===== src/rtl/fp_div_seq.sv =====
// fp_div_seq: sequential IEEE-754 single-precision divider, result = A / B.
// Restoring shift-subtract mantissa divide, one quotient bit per clock, then a
// normalize/exponent stage. Denormals are flushed to zero; the quotient is truncated.
// Ports: clk, n_rst (async, active-low), start, A, B -> busy, done (1-cycle pulse),
//        result, overflow, underflow, div_by_zero, invalid.
// Latency: done 26 cycles after the start edge (normal), 1 cycle (special case).
// start is ignored while busy; outputs hold until the next accepted start.

module fp_div_seq #(
  parameter int ITER = 25
) (
  input  logic        clk,
  input  logic        n_rst,
  input  logic        start,
  input  logic [31:0] A,
  input  logic [31:0] B,
  output logic        busy,
  output logic        done,
  output logic [31:0] result,
  output logic        overflow,
  output logic        underflow,
  output logic        div_by_zero,
  output logic        invalid
);

  typedef enum logic [1:0] {IDLE, SPEC, CALC, NORM} state_t;

  state_t      state;
  logic        sign;
  logic [7:0]  ea;
  logic [7:0]  eb;
  logic [23:0] d;
  logic [25:0] r;
  logic [24:0] q;
  logic [4:0]  count;
  logic [31:0] spec_res;
  logic        spec_inv;
  logic        spec_dz;

  // Operand classification, evaluated on the raw inputs at the start edge.
  logic a_zero, a_inf, a_nan, b_zero, b_inf, b_nan;
  logic in_sign, is_spec;
  logic [31:0] sp_res;
  logic        sp_inv;
  logic        sp_dz;

  always_comb begin
    a_zero  = (A[30:23] == 8'h00);
    a_inf   = (A[30:23] == 8'hFF) && (A[22:0] == 23'd0);
    a_nan   = (A[30:23] == 8'hFF) && (A[22:0] != 23'd0);
    b_zero  = (B[30:23] == 8'h00);
    b_inf   = (B[30:23] == 8'hFF) && (B[22:0] == 23'd0);
    b_nan   = (B[30:23] == 8'hFF) && (B[22:0] != 23'd0);
    in_sign = A[31] ^ B[31];
    is_spec = a_zero | a_inf | a_nan | b_zero | b_inf | b_nan;
    sp_res  = {in_sign, 31'd0};
    sp_inv  = 1'b0;
    sp_dz   = 1'b0;
    // Priority order matters: inf/0 yields inf without the divide-by-zero flag.
    if (a_nan || b_nan || (a_zero && b_zero) || (a_inf && b_inf)) begin
      sp_res = 32'h7FC00000;
      sp_inv = 1'b1;
    end else if (a_inf) begin
      sp_res = {in_sign, 8'hFF, 23'd0};
    end else if (b_inf) begin
      sp_res = {in_sign, 31'd0};
    end else if (b_zero) begin
      sp_res = {in_sign, 8'hFF, 23'd0};
      sp_dz  = 1'b1;
    end else begin
      sp_res = {in_sign, 31'd0};
    end
  end

  // One restoring step: the partial remainder always stays below 2*D, so 26 bits suffice.
  logic        ge;
  logic [25:0] diff;

  always_comb begin
    ge   = (r >= {2'b00, d});
    diff = r - {2'b00, d};
  end

  // Normalize: mantissa ratio lies in (0.5, 2), so either Q[24] or Q[23] is the leading one.
  logic        adj;
  logic [22:0] frac;
  logic [9:0]  e_calc;
  logic        e_ovf;
  logic        e_unf;

  always_comb begin
    adj    = ~q[24];
    frac   = q[24] ? q[23:1] : q[22:0];
    e_calc = {2'b00, ea} - {2'b00, eb} + 10'd127 - {9'd0, adj};
    // e_calc is two's complement; bit 9 set means negative.
    e_unf  = e_calc[9] || (e_calc == 10'd0);
    e_ovf  = !e_calc[9] && (e_calc[8:0] >= 9'd255);
  end

  always_ff @(posedge clk or negedge n_rst) begin
    if (!n_rst) begin
      state       <= IDLE;
      busy        <= 1'b0;
      done        <= 1'b0;
      result      <= 32'd0;
      overflow    <= 1'b0;
      underflow   <= 1'b0;
      div_by_zero <= 1'b0;
      invalid     <= 1'b0;
      sign        <= 1'b0;
      ea          <= 8'd0;
      eb          <= 8'd0;
      d           <= 24'd0;
      r           <= 26'd0;
      q           <= 25'd0;
      count       <= 5'd0;
      spec_res    <= 32'd0;
      spec_inv    <= 1'b0;
      spec_dz     <= 1'b0;
    end else begin
      case (state)
        IDLE: begin
          done <= 1'b0;
          if (start) begin
            sign        <= in_sign;
            ea          <= A[30:23];
            eb          <= B[30:23];
            d           <= {1'b1, B[22:0]};
            r           <= {2'b00, 1'b1, A[22:0]};
            q           <= 25'd0;
            count       <= ITER[4:0];
            busy        <= 1'b1;
            overflow    <= 1'b0;
            underflow   <= 1'b0;
            div_by_zero <= 1'b0;
            invalid     <= 1'b0;
            spec_res    <= sp_res;
            spec_inv    <= sp_inv;
            spec_dz     <= sp_dz;
            state       <= is_spec ? SPEC : CALC;
          end
        end
        SPEC: begin
          result      <= spec_res;
          invalid     <= spec_inv;
          div_by_zero <= spec_dz;
          done        <= 1'b1;
          busy        <= 1'b0;
          state       <= IDLE;
        end
        CALC: begin
          q     <= {q[23:0], ge};
          r     <= ge ? {diff[24:0], 1'b0} : {r[24:0], 1'b0};
          count <= count - 5'd1;
          if (count == 5'd1) state <= NORM;
        end
        NORM: begin
          if (e_ovf) begin
            result   <= {sign, 8'hFF, 23'd0};
            overflow <= 1'b1;
          end else if (e_unf) begin
            result    <= {sign, 31'd0};
            underflow <= 1'b1;
          end else begin
            result <= {sign, e_calc[7:0], frac};
          end
          done  <= 1'b1;
          busy  <= 1'b0;
          state <= IDLE;
        end
        default: state <= IDLE;
      endcase
    end
  end

endmodule


===== config.mk =====
export PLATFORM = sky130hd
export DESIGN_NAME = fp_div_seq
export DESIGN_NICKNAME = d
export VERILOG_FILES = /design/src/rtl/fp_div_seq.sv
export SDC_FILE = /design/constraint.sdc
export NUM_CORES = 1
export LEC_CHECK = 0
export CAP_MARGIN = 25
export CORE_MARGIN = 1
export CORE_UTILIZATION = 56
export DETAILED_ROUTE_END_ITERATION = 10
export PLACE_DENSITY = 0.79
export SKIP_CTS_REPAIR_TIMING = 1
export SYNTH_ARGS = -nofsm -noshare
export SYNTH_HDL_FRONTEND = slang
export SYNTH_SLANG_ARGS = --single-unit

===== constraint.sdc =====
create_clock -name clk -period 4.8 [get_ports clk]
set_input_delay 0.96 -clock clk [delete_from_list [all_inputs] [get_ports clk]]
set_output_delay 0.96 -clock clk [all_outputs]
set_load 0.03 [all_outputs]

**Word level (Yosys, flattened, before mapping)**

Cells that the tools add are included.

- Reduce and logical (&&, ||, !) cells: 33
- $add $sub $neg: 5
- Bitwise gates (word level): 7
- Equal/unequal tests: 11
- Muxes and demuxes: 35
- $lt $le $gt $ge: 2

Operators by type and width:

| cell | number |
|---|---|
| 2-to-1 mux 31 bit | 5 |
| one-hot mux 32 bit (2 select lines) | 1 |
| 2-to-1 mux 26 bit | 2 |
| one-hot mux 26 bit (2 select lines) | 1 |
| one-hot mux 25 bit (2 select lines) | 1 |
| zero test 23 bit | 2 |
| nonzero test 23 bit | 2 |
| 2-to-1 mux 32 bit | 1 |
| >= comparator 26 x 24 -> 1 bit | 1 |
| 2-to-1 mux 25 bit | 1 |
| subtractor 25 x 24 -> 25 bit | 1 |
| 2-to-1 mux 23 bit | 1 |
| equality test 8 bit, second input constant | 2 |
| zero test 8 bit | 2 |
| one-hot mux 1 bit (2 select lines) | 6 |
| adder 9 x 8 -> 10 bit, second input constant | 1 |
| zero test 10 bit | 1 |
| 2-to-1 mux 1 bit | 10 |
| != test 2 bit, second input constant | 5 |
| one-hot mux 5 bit (2 select lines) | 1 |
| AND reduction 2 bit | 5 |
| nonzero test 2 bit | 5 |
| subtractor 10 x 1 -> 10 bit | 1 |
| >= comparator 9 x 8 -> 1 bit, second input constant | 1 |
| 18 further kinds | 34 |

- Register bits after elaboration: 171
- Bits of input ports: 67
- Output and inout bits: 38

**Depth between registers and ports, before layout**

Gate-level depths: netlist (run 1).

- Depth after elaboration: 10
- Mapped depth: 18
- Gate-level depth less buffers: 17

**Worst setup path before layout (run 1)**

No wires, ideal clock.

- Path type: register to register
- Start point: register ea[0]
- End point: register result[2]
- Clock period less this slack: 3,539 ps
- Required time: 4,677 ps
- Setup time: 123 ps
- Setup slack: 1,261 ps
- Arrival: 3,417 ps
- Cell stages (with the launch flop): 18
- Cell sequence: dfrtp_1 inv_1 ha_1 inv_1 fa_1 a21o_1 a21oi_1 xor2_1 inv_1 ha_1 nand3_1 o2111ai_1 xor2_1 nor4_1 o211ai_2 nand4bb_4 buf_6 o2bb2ai_4

- Word-level cells in the longest chain between the ends: 8
- Elaborated cells on any way between the ends: 11
- Classes of those cells: 3 x add/sub; 1 x order compare; 3 x mux; 4 x reduce/logical

Ends and longest elaborated chain:

| element | line | text |
|---|---|---|
| start: declaration | 30 | `logic [7:0] ea;` |
| start signal: assignment | 126 | `ea <= A[30:23];` |
| subtractor 8 x 8 -> 9 bit * | 94 | `e_calc = {2'b00, ea} - {2'b00, eb} + 10'd127 - {9'd0, adj};` |
| adder 9 x 8 -> 10 bit * | 94 |  |
| subtractor 10 x 1 -> 10 bit * | 94 |  |
| parallel branches: the longest is 3 deep, another holds >= comparator 9 x 8 -> 1 bit | -- |  |
| 2-to-1 mux 31 bit * | 158 | `if (e_ovf) begin` |
| one-hot mux 32 bit (2 select lines) * | 121 | `case (state)` |
| end signal: assignment | 159 | `result <= {sign, 8'hFF, 23'd0};` |
| end signal: assignment | 162 | `result <= {sign, 31'd0};` |
| end signal: assignment | 165 | `result <= {sign, e_calc[7:0], frac};` |
| end: declaration | 19 | `output logic [31:0] result,` |

Every way passes the cells marked *.
A chain may end at the register's enable or synchronous reset.

**Final worst setup path (run 1)**

- Start point: register ea[0]
- End point: register result[22]

Same word-level chain as after synthesis.

==> results of run 1 <==
worst max-delay path, stage by stage, from the launching register on:
cell and delay, ns:
dfrtp_1 0.37, inv_1 0.07, ha_1 0.16, inv_1 0.06, fa_1 0.40, a21o_1 0.21
a21oi_1 0.18, xor2_1 0.37, ha_1 0.26, nor2_1 0.06, a21oi_1 0.25, nand2_1 0.10
nor4_2 0.32, o31ai_1 0.15, a21oi_2 0.39, nand4bb_4 0.49, o211ai_1 0.33
worst max-delay path by stage:
stage	from	cells past startpoint	end	slack, ns
2_1_floorplan	ea[0]	17	result[2]	1.26
3_3_place_gp	ea[0]	16	result[22]	0.73
3_5_place_dp	ea[0]	16	result[22]	0.56
4_1_cts	ea[0]	16	result[22]	0.50
5_1_grt	ea[0]	16	result[22]	0.09
6_report	ea[0]	16	result[22]	0.51
flip-flops by register name, summed over array words and instances, names as in the netlist:
signal	flops
result	32
r	26
q	25
d	24
ea	8
eb	8
count	5
spec_res	3
state	2
busy	1
div_by_zero	1
done	1
invalid	1
overflow	1
sign	1
spec_dz	1
underflow	1
layout make-up:
| type | instances | area [sq um] |
|---|---|---|
| clock inverters | 15 | 194 |
| clock buffers | 17 | 425 |
| fillers | 1060 | 4050 |
| multi-input cells | 617 | 4270 |
| inverters | 50 | 188 |
| flip-flops and latches | 141 | 3530 |
| repair buffers | 113 | 1110 |
| well taps | 180 | 225 |
through the flow:
stage / setup WS [ns] / instances / instance area (sq um) / utilization (%) / hold slack, ns
2_1_floorplan: 1.26 / 845 / 8120 / - / 0.418
3_3_place_gp: 0.726 / 1101 / 9320 / 66.6 / 0.430
3_5_place_dp: 0.561 / 1101 / 9320 / 66.6 / 0.444
4_1_cts: 0.502 / 1133 / 9940 / 71.0 / 0.459
5_1_grt: 0.0905 / 1133 / 9940 / 71.0 / 0.474
6_report: 0.512 / 1133 / 9940 / 71.0 / 0.459
per-layer routing:
layer	up-vias	global-route usage, %	share of wire (%)
li1	3267	-	-
met1	3264	37.0	44
met2	209	46.7	49
met3	28	5.30	5.1
met4	0	10.3	1.7
met5	-	0	0
synth_stat cells (2+ instances only):
master and instances:
a21o_1 14, a21oi_1 42, a221oi_1 3, a22o_1 30, a22oi_1 16, a31oi_1 12, and2_1 3, and3_1 4
and4_1 2, buf_1 3, buf_2 2, buf_6 2, clkbuf_1 30, dfrtp_1 141, fa_1 3, ha_1 42
inv_1 50, mux2i_1 37, nand2_1 107, nand2b_1 4, nand3_1 20, nand3b_1 4, nand4_1 10, nor2_1 41
nor2b_1 8, nor3_1 15, nor4_1 18, o2111a_1 2, o2111ai_1 2, o211ai_1 4, o21a_1 8, o21ai_0 66
o21bai_1 5, o221ai_1 2, o22a_1 3, o22ai_1 4, o2bb2ai_1 11, o2bb2ai_2 10, o31a_1 3, o31ai_1 2
or2_2 3, or3_1 3, xnor2_1 16, xor2_1 18
kinds of logic after synthesis:
| logic type | synth area share, % |
|---|---|
| simple gates | 14.9 |
| compound gates | 21.9 |
| flops | 43.5 |
| buf+inv | 4.24 |
| fa+ha+maj | 7.21 |
| mux | 4.56 |
| xor+xnor | 3.67 |
==> flow_summary.yaml, run 1 <==
timing:
  setup_tns_ns: 0
  min_period_ns: 4.29
  rsz0062_at_grt: "false"
  fmax_ghz: 0.233
  period_share_pct: 89.3
  worstMarginPinSlew_ns: 0.998
  finClkSkew_ns: 0.00874
  final_hold_viol_count: 0
  slew_headroom_pct: 33.4
  setup-violations-final: 0
  finalMaxSlewViolations: 0
place:
  portBuffers: 104
  dpl.hpwl_mm: 13.7
  place.gp.congestion: 0.929
yosys:
  syn_nets: 957
  ys_top_cells_by_area: "dfrtp_1 43%, ha_1 6.5%, nand2_1 4.9%"
  avgSynthCellArea_sq_um: 9.61
  synth_top_area_share_pct: 43.5
  syn_area_sq_um: 8120
  ys.flop_type: "dfrtp_1"
  ys_warn_count: 0
  yosysUniqueCellTypes: 64
  synth_edf_count: 0
  synthesis.instances: 845
  synth-seq-cells: 141
  async_flop_share_pct: 100
  yosysSeqAreaShare_pct: 43.5
  yosysTopAreaCell: "dfrtp_1"
critical_path:
  r2r_end: "result[22]"
  cp-end-kind: "register"
  worstPathRequired_ns: 5.14
  reg2regPathDepth: 16
  rr_startpoint: "ea[0]"
  worstSetupPathType: "reg2reg"
  r2r_setup_slack_ns: 0.51
  crit_path_max_fanout: 23
  cp.arrival_ns: 4.63
  startpoint_type: "register"
routing:
  wl_mm: 19.4
  postRouteAntennaNets: 0
  dr.pass1.iters: 5
  drtIter0Drc: 467
  via_count: 6768
  wl_per_cell_um: 17.1
  drc: 0
  vias_per_cell: 5.97
die:
  core_sq_um: 14000
  initial_core_util_pct: 58.0
  io_pins: 105
  die_x_um: 122
  dieHeight_um: 122
  rows: 43
  dieArea_sq_um: 15000
clock_network:
  root_buffer: "clkbuf_16"
  cts_sinks: 141
  cts_tree: "built"
  h-tree-depth: 4
  cts_buffer_depth: 2
  clk_pin_slew_worst_paths_ns: 0.06
  clk_latency_ns: 0.44
  numCtsBuffers: 17
global_routing:
  grt_pass1_wl_mm: 32.7
  grt_pass1_vias: 6680
  gr-total-overflow: 0
  grt_max_degree: 83
  track_usage_pct: 28.3
  antenna_found_initial: 0
layout:
  final_cell_mix: "141 x dfrtp_1, 107 x nand2_1, 103 x clkdlybuf4s50_1"
  syn2layout_area_growth_pct: 22.4
  mostFrequentLayoutCell: "dfrtp_1"
  n_antenna_cell: 0
  drive_above_1_share_pct: 7.14
  layout.nets: 1052
min_path:
  min_path_type: "reg2reg"
  hp-start: "d[23]"
  holdPathEnd: "d[23]"
  hold_depth: 2
run:
  maxCapViolations: 0
status:
  outcome: "finished clean"
Power of run 1 is left out: the tool's default activity adds up to more than one toggle a clock period on the data nets, which glitch-free logic cannot reach.
==> run 2, diff against run 1 <==
--- a/config.mk
+++ b/config.mk
@@ -8,6 +8,7 @@
 export CAP_MARGIN = 25
 export CORE_MARGIN = 1
 export CORE_UTILIZATION = 56
+export CTS_CLUSTER_DIAMETER = 100
 export DETAILED_ROUTE_END_ITERATION = 10
 export PLACE_DENSITY = 0.79
 export SKIP_CTS_REPAIR_TIMING = 1
==> results of run 2 <==
No change in the layout: final DEF, timing and power equal those of run 1.
Power of run 2 is left out for the same reason.
==> run 3, diff against run 2 <==
--- a/config.mk
+++ b/config.mk
@@ -11,7 +11,6 @@
 export CTS_CLUSTER_DIAMETER = 100
 export DETAILED_ROUTE_END_ITERATION = 10
 export PLACE_DENSITY = 0.79
-export SKIP_CTS_REPAIR_TIMING = 1
 export SYNTH_ARGS = -nofsm -noshare
 export SYNTH_HDL_FRONTEND = slang
 export SYNTH_SLANG_ARGS = --single-unit
==> results of run 3 <==
No change in the layout: final DEF, timing and power equal those of run 1.
Power of run 3 is left out for the same reason.
